File: src/rtl/microwave_timer_pkg.sv
// Shared types and constants for the microwave cook timer.
package microwave_pkg;

  localparam int BCD_W = 4;

  typedef logic [BCD_W-1:0] bcd_t;

  localparam bcd_t BCD_MAX      = 4'd9;
  localparam bcd_t SEC_TENS_MAX = 4'd5;

  typedef enum logic [1:0] {
    IDLE = 2'd0,
    SET  = 2'd1,
    RUN  = 2'd2
  } state_t;

  function automatic logic bcd_valid(input bcd_t d);
    return d <= BCD_MAX;
  endfunction

endpackage

File: src/rtl/microwave_timer_if.sv
// Keypad / magnetron / display bundle between the controller and the cook timer.
interface microwave_timer_if;
  import microwave_pkg::*;

  bcd_t   key_digit;
  logic   key_valid;
  logic   clear;
  logic   mag_on;
  bcd_t   min_tens;
  bcd_t   min_ones;
  bcd_t   sec_tens;
  bcd_t   sec_ones;
  logic   timer_done;
  logic   done_pulse;
  logic   beep;
  state_t state;

  modport master (
    output key_digit, key_valid, clear, mag_on,
    input  min_tens, min_ones, sec_tens, sec_ones,
    input  timer_done, done_pulse, beep, state
  );

  modport slave (
    input  key_digit, key_valid, clear, mag_on,
    output min_tens, min_ones, sec_tens, sec_ones,
    output timer_done, done_pulse, beep, state
  );

endinterface

File: src/rtl/microwave_timer_bcd_down_digit.sv
// One BCD digit of the countdown: decrements when enabled, wraps to wrap_val
// and raises borrow_out when stepping down from zero.
module bcd_down_digit
  import microwave_pkg::*;
(
  input  bcd_t digit,
  input  logic dec_en,
  input  bcd_t wrap_val,
  output bcd_t next_digit,
  output logic borrow_out
);

  assign borrow_out = dec_en && (digit == '0);

  // Next value of this digit for the current tick.
  always_comb begin
    next_digit = digit;
    if (dec_en) begin
      next_digit = (digit == '0) ? wrap_val : digit - bcd_t'(1);
    end
  end

endmodule

File: src/rtl/microwave_timer.sv
// MM:SS cook-time countdown with keypad entry, BCD display digits and a
// done indication for the magnetron latch.
// Optional buzzer: define MW_BEEP_EN to build the beep timer; otherwise beep
// is tied low and BEEP_CYCLES has no effect.
module microwave_timer
  import microwave_pkg::*;
#(
  parameter int unsigned TICK_DIV    = 50_000_000,
  parameter int unsigned BEEP_CYCLES = 25_000_000
) (
  input  logic              clk,
  input  logic              reset,
  microwave_timer_if.slave  io
);

  localparam int unsigned PW = (TICK_DIV > 1) ? $clog2(TICK_DIV) : 1;

  bcd_t          m1, m0, s1, s0;
  bcd_t          m1_n, m0_n, s1_n, s0_n;
  logic [PW-1:0] presc;
  logic          done_pulse_q;
  state_t        state;
  logic          time_nz;
  logic          tick;
  logic          key_ok;
  logic          zero_next;
  logic          b_s0, b_s1, b_m0;
  logic          unused_m1_borrow;

  assign time_nz = |{m1, m0, s1, s0};

  // The state is fully determined by the stored time and the magnetron
  // level, so it is decoded rather than stored; pause/resume then needs no
  // extra bookkeeping beyond the held prescaler.
  always_comb begin
    if (!time_nz)        state = IDLE;
    else if (io.mag_on)  state = RUN;
    else                 state = SET;
  end

  assign tick   = (state == RUN) && (presc == PW'(TICK_DIV - 1));
  assign key_ok = io.key_valid && !io.mag_on && bcd_valid(io.key_digit);

  bcd_down_digit u_s0 (
    .digit(s0), .dec_en(tick), .wrap_val(BCD_MAX),
    .next_digit(s0_n), .borrow_out(b_s0)
  );
  bcd_down_digit u_s1 (
    .digit(s1), .dec_en(b_s0), .wrap_val(SEC_TENS_MAX),
    .next_digit(s1_n), .borrow_out(b_s1)
  );
  bcd_down_digit u_m0 (
    .digit(m0), .dec_en(b_s1), .wrap_val(BCD_MAX),
    .next_digit(m0_n), .borrow_out(b_m0)
  );
  bcd_down_digit u_m1 (
    .digit(m1), .dec_en(b_m0), .wrap_val(BCD_MAX),
    .next_digit(m1_n), .borrow_out(unused_m1_borrow)
  );

  assign zero_next = ({m1_n, m0_n, s1_n, s0_n} == '0);

  // Digits, prescaler and done strobe; clear beats tick beats key entry.
  always_ff @(posedge clk or posedge reset) begin
    if (reset) begin
      m1           <= '0;
      m0           <= '0;
      s1           <= '0;
      s0           <= '0;
      presc        <= '0;
      done_pulse_q <= 1'b0;
    end else begin
      done_pulse_q <= 1'b0;
      if (io.clear) begin
        m1    <= '0;
        m0    <= '0;
        s1    <= '0;
        s0    <= '0;
        presc <= '0;
      end else begin
        case (state)
          RUN: begin
            presc <= tick ? '0 : presc + PW'(1);
            if (tick) begin
              m1           <= m1_n;
              m0           <= m0_n;
              s1           <= s1_n;
              s0           <= s0_n;
              done_pulse_q <= zero_next;
            end
          end
          default: begin
            if (key_ok) begin
              m1 <= m0;
              m0 <= s1;
              s1 <= s0;
              s0 <= io.key_digit;
            end
          end
        endcase
      end
    end
  end

`ifdef MW_BEEP_EN
  localparam int unsigned BW = (BEEP_CYCLES > 1) ? $clog2(BEEP_CYCLES) : 1;

  logic          beep_q;
  logic [BW-1:0] beep_cnt;

  // Buzzer runs BEEP_CYCLES cycles after each done strobe; any key or clear silences it.
  always_ff @(posedge clk or posedge reset) begin
    if (reset) begin
      beep_q   <= 1'b0;
      beep_cnt <= '0;
    end else if (io.clear || io.key_valid) begin
      beep_q   <= 1'b0;
      beep_cnt <= '0;
    end else if (done_pulse_q) begin
      beep_q   <= 1'b1;
      beep_cnt <= BW'(BEEP_CYCLES - 1);
    end else if (beep_q) begin
      if (beep_cnt == '0) beep_q <= 1'b0;
      else                beep_cnt <= beep_cnt - BW'(1);
    end
  end

  assign io.beep = beep_q;
`else
  logic unused_beep_cfg;
  assign unused_beep_cfg = ^BEEP_CYCLES;
  assign io.beep         = 1'b0;
`endif

  assign io.min_tens   = m1;
  assign io.min_ones   = m0;
  assign io.sec_tens   = s1;
  assign io.sec_ones   = s0;
  assign io.timer_done = !time_nz;
  assign io.done_pulse = done_pulse_q;
  assign io.state      = state;

endmodule

File: src/flat_wrapper.sv
// flat-port wrapper written by rule: the top's interface ports become plain ports
module microwave_timer_flat import microwave_pkg::*;
#(
  parameter int unsigned TICK_DIV    = 50_000_000,
  parameter int unsigned BEEP_CYCLES = 25_000_000
)
  (clk, reset, io_key_digit, io_key_valid, io_clear, io_mag_on, io_min_tens, io_min_ones, io_sec_tens, io_sec_ones, io_timer_done, io_done_pulse, io_beep, io_state);
  microwave_timer_if io_i ();
  input  logic clk;
  input  logic reset;
  input wire logic [$bits(io_i.key_digit)-1:0] io_key_digit;
  input wire logic [$bits(io_i.key_valid)-1:0] io_key_valid;
  input wire logic [$bits(io_i.clear)-1:0] io_clear;
  input wire logic [$bits(io_i.mag_on)-1:0] io_mag_on;
  output wire logic [$bits(io_i.min_tens)-1:0] io_min_tens;
  output wire logic [$bits(io_i.min_ones)-1:0] io_min_ones;
  output wire logic [$bits(io_i.sec_tens)-1:0] io_sec_tens;
  output wire logic [$bits(io_i.sec_ones)-1:0] io_sec_ones;
  output wire logic [$bits(io_i.timer_done)-1:0] io_timer_done;
  output wire logic [$bits(io_i.done_pulse)-1:0] io_done_pulse;
  output wire logic [$bits(io_i.beep)-1:0] io_beep;
  output wire logic [$bits(io_i.state)-1:0] io_state;
  assign io_i.key_digit = io_key_digit;
  assign io_i.key_valid = io_key_valid;
  assign io_i.clear = io_clear;
  assign io_i.mag_on = io_mag_on;
  assign io_min_tens = io_i.min_tens;
  assign io_min_ones = io_i.min_ones;
  assign io_sec_tens = io_i.sec_tens;
  assign io_sec_ones = io_i.sec_ones;
  assign io_timer_done = io_i.timer_done;
  assign io_done_pulse = io_i.done_pulse;
  assign io_beep = io_i.beep;
  assign io_state = io_i.state;
  microwave_timer #(.TICK_DIV(TICK_DIV), .BEEP_CYCLES(BEEP_CYCLES)) u_core (.clk(clk), .reset(reset), .io(io_i));
endmodule
File: config.mk
export PLATFORM = sky130hd
export DESIGN_NAME = microwave_timer_flat
export DESIGN_NICKNAME = d
export VERILOG_FILES = /design/src/rtl/microwave_timer_pkg.sv /design/src/rtl/microwave_timer_if.sv /design/src/rtl/microwave_timer_bcd_down_digit.sv /design/src/rtl/microwave_timer.sv /design/src/flat_wrapper.sv
export SDC_FILE = /design/constraint.sdc
export NUM_CORES = 1
export LEC_CHECK = 0
export ABC_CLOCK_PERIOD_IN_PS = 7100
export CORE_ASPECT_RATIO = 1.2
export CORE_UTILIZATION = 50
export DETAILED_ROUTE_END_ITERATION = 8
export PLACE_DENSITY = 0.81
export SLEW_MARGIN = 20
export SYNTH_ARGS = -nofsm -noshare
export SYNTH_HDL_FRONTEND = slang
export SYNTH_SLANG_ARGS = --single-unit
File: constraint.sdc
create_clock -name clk -period 7.1 [get_ports clk]
set_clock_uncertainty 0.2 [all_clocks]
set_input_delay 1.42 -clock clk [delete_from_list [all_inputs] [get_ports clk]]
set_output_delay 1.42 -clock clk [all_outputs]
set_load 0.1 [all_outputs]
==> metrics <==
run status complete, no violations; top_reg_cell synth dfrtp_1; measured slew at the worst slew-check pin approximately 1000 ps; RSZ-0062 raised after global routing no; Clock Path Buffers 2; DRT iter0 DRCs roughly 210; Syn Inst Count just under 300; Slew Limit Fails 0; Pint between 300 and 400 uW; critical path data arrival time about 4000 ps; CTS Root Cell clkbuf_8; antenna cells 0; YS warnings 0; core area approximately 5000 um2; Post-route DRC 0; via count ~2400; Final Non-Filler Cells approximately 370; Setup crit end kind output port; clock sinks 43; Site Rows 28; Final Cycle Share 77.63%; Seq/Total Area, Yosys about two fifths; synthesized flop and latch total 43; setup violation total in the final timing report 0; Most Frequent Cell on Critical Path clkdlybuf4s50_1; H-tree lvl count 2; crit-path max cell delay between 1000 and 1500 ps; Reg clk slew, reported paths 90 ps; CP Launch Type input port; placed insts 365; GPL Wtd Cong roughly 0.89; port buffer count 28; CP max-delay cell clkdlybuf4s50_1; first-pass GRT wire length between 10000 and 15000 um; layout cells sized above 1 7.668%; cts hold-fix bufs 0; number of nets in the layout between 300 and 400; Avg Cell Area, Syn 8.972 um2; Area Overhead vs Synth 14.23%; largest net degree at the start of global routing 44; Mapped Nets 303; PwrDens roughly 170 nW/um2; die height 81.43 um; CP Cell Sequence clkdlybuf4s50_1, o41ai_4, inv_2, clkdlybuf4s50_1; required time of the critical path ~5500 ps; initial antenna violation count 0; switching power total approximately 180 uW; commonest cells after routing, fill and taps aside dfrtp_1 (43), nor2_1 (37), clkdlybuf4s50_1 (28); kind of critical path in -> out; Routed WL between 6000 and 7000 um; CTS-repair resized insts 0; setup_tns 0 ps; # Post-CTS Setup Buffers 0; Distinct cells, synth 53; Final ANT Viol Nets 0; fin crit period between 5000 and 6000 ps; FF/Latch Area 1076 um2; Sw Share between 30% and 40%; VDD IR-drop max approximately 0.11 mV; dpl cell area just under 3000 um2; DIE WIDTH 68.19 um; Num CTS Buffers 5; share of power burned in registers a little under 50%; max capacitance violation total 0; num ports 30; Final Hold Viols 0; Post-synth EDFFs 0; Gate power share approximately a fifth; Multi-input gate area 1453 um2; Post-Syn Area 2629 um2; Final Cell Area roughly 3000 um2; DR vias/cell 6.349; number of global-route vias before repair 2184; Tot GR Track Use roughly a quarter; Initial Util between 50 and 60%; die area approximately 5600 um2; most common cell after layout, fill and taps aside dfrtp_1; asr flop ratio synth 100.0%; clk_lat worst skew approximately 300 ps; total gr overflow 0; Initial DRT Pass Iterations 5; cell leakage power between 1 and 1.5 nW; Slew headroom 34.50%; Hold WC Path Type reg -> reg; drt wl/cell around 17 um; Max Fclk approximately 180 MHz; CTS tree built; worst-path fanout max 27; clock share of power around 30%; Fillers around 430; HPWL after DPL about 4200 um
-- layout make-up --
type,count,share of cell area (%)
multi-input cells,228,48.37
flip-flops and latches,43,35.83
repair buffers,30,9.833
well taps,60,2.500
clock buffers,5,2.292
clock inverters,3,0.6667
inverters,4,0.5000
-- worst max-delay path, delay by kind of cell --
family                 cells  cell delay (ps)
AO/OA/AOI/OAI              1              210
buffers and inverters      3             2240
-- flip-flops by register name, indices dropped and copies added (netlist names) --
register	flops
u_core.presc	26
u_core.io.min_ones	4
u_core.io.min_tens	4
u_core.io.sec_ones	4
u_core.io.sec_tens	4
u_core.io.done_pulse	1
-- logic make-up after synthesis --
family                     share of synthesized area (%)
AOI/OAI and AO/OA                                  20.18
other                                             0.1427
buffers and inverters                              4.046
xor gates and xnor gates                           5.997
DFF                                                40.93
adders and majority gates                         0.4759
muxes                                             0.3808
and+or+nand+nor                                    27.84
-- cell usage after synthesis (all sizes together), types with 7 or more instances --
cell type / instances / share of area, %
o21ai: 13 / 2.5
or3: 12 / 2.9
o211ai: 16 / 4.8
a21oi: 18 / 3.9
nand3: 13 / 2.9
xor2: 15 / 5.0
clkbuf: 11 / 1.6
buf: 7 / 1.9
nor2: 37 / 5.3
nand2: 22 / 3.2
nor4: 8 / 2.7
nor3: 9 / 2.1
dfrtp: 43 / 41
-- layer usage --
metal | routed length (um) | GRT usage, %
met4 | 187 | 11.88
met5 | 0 | 0
met1 | 2660 | 30.75
met3 | 283 | 4.167
met2 | 3062 | 40.69
-- power by group through the flow --
stage | Sequential, mW | Combinational [mW] | Clock (mW)
after floorplan | 0.271 | 0.0735 | 0
after global placement | 0.258 | 0.109 | 0
after detailed placement | 0.259 | 0.108 | 0
after CTS | 0.254 | 0.109 | 0.162
after global routing | 0.254 | 0.116 | 0.173
final | 0.254 | 0.109 | 0.158
-- metrics by stage --
step                      utilization (%)  hold WS (ps)  setup WS [ps]  total power [mW]
after floorplan                         -         313.0           1142            0.3441
after global placement              58.17         333.6           1609            0.3668
after detailed placement            58.17         338.1           1606            0.3670
after CTS                           59.94         354.4           1609            0.5247
after global routing                59.94         376.2           1545            0.5440
final                               59.94         354.5           1588            0.5210
-- final timing paths --
kind                            slack [ps]                  start  depth (start not counted)               endpoint
worst max-delay path                  1590              io_mag_on                          4            io_state[1]
worst min-delay path                   350       u_core.presc[21]                          2       u_core.presc[21]
worst max register to register        3510  u_core.io.sec_ones[0]                          7       u_core.presc[23]
worst min register to register         350       u_core.presc[21]                          2       u_core.presc[21]
max in group asynchronous             4950                  reset                          3        u_core.presc[9]
min in group asynchronous             1350                  reset                          3  u_core.io.sec_ones[3]
No activity file was read; power rests on OpenSTA's default activity.
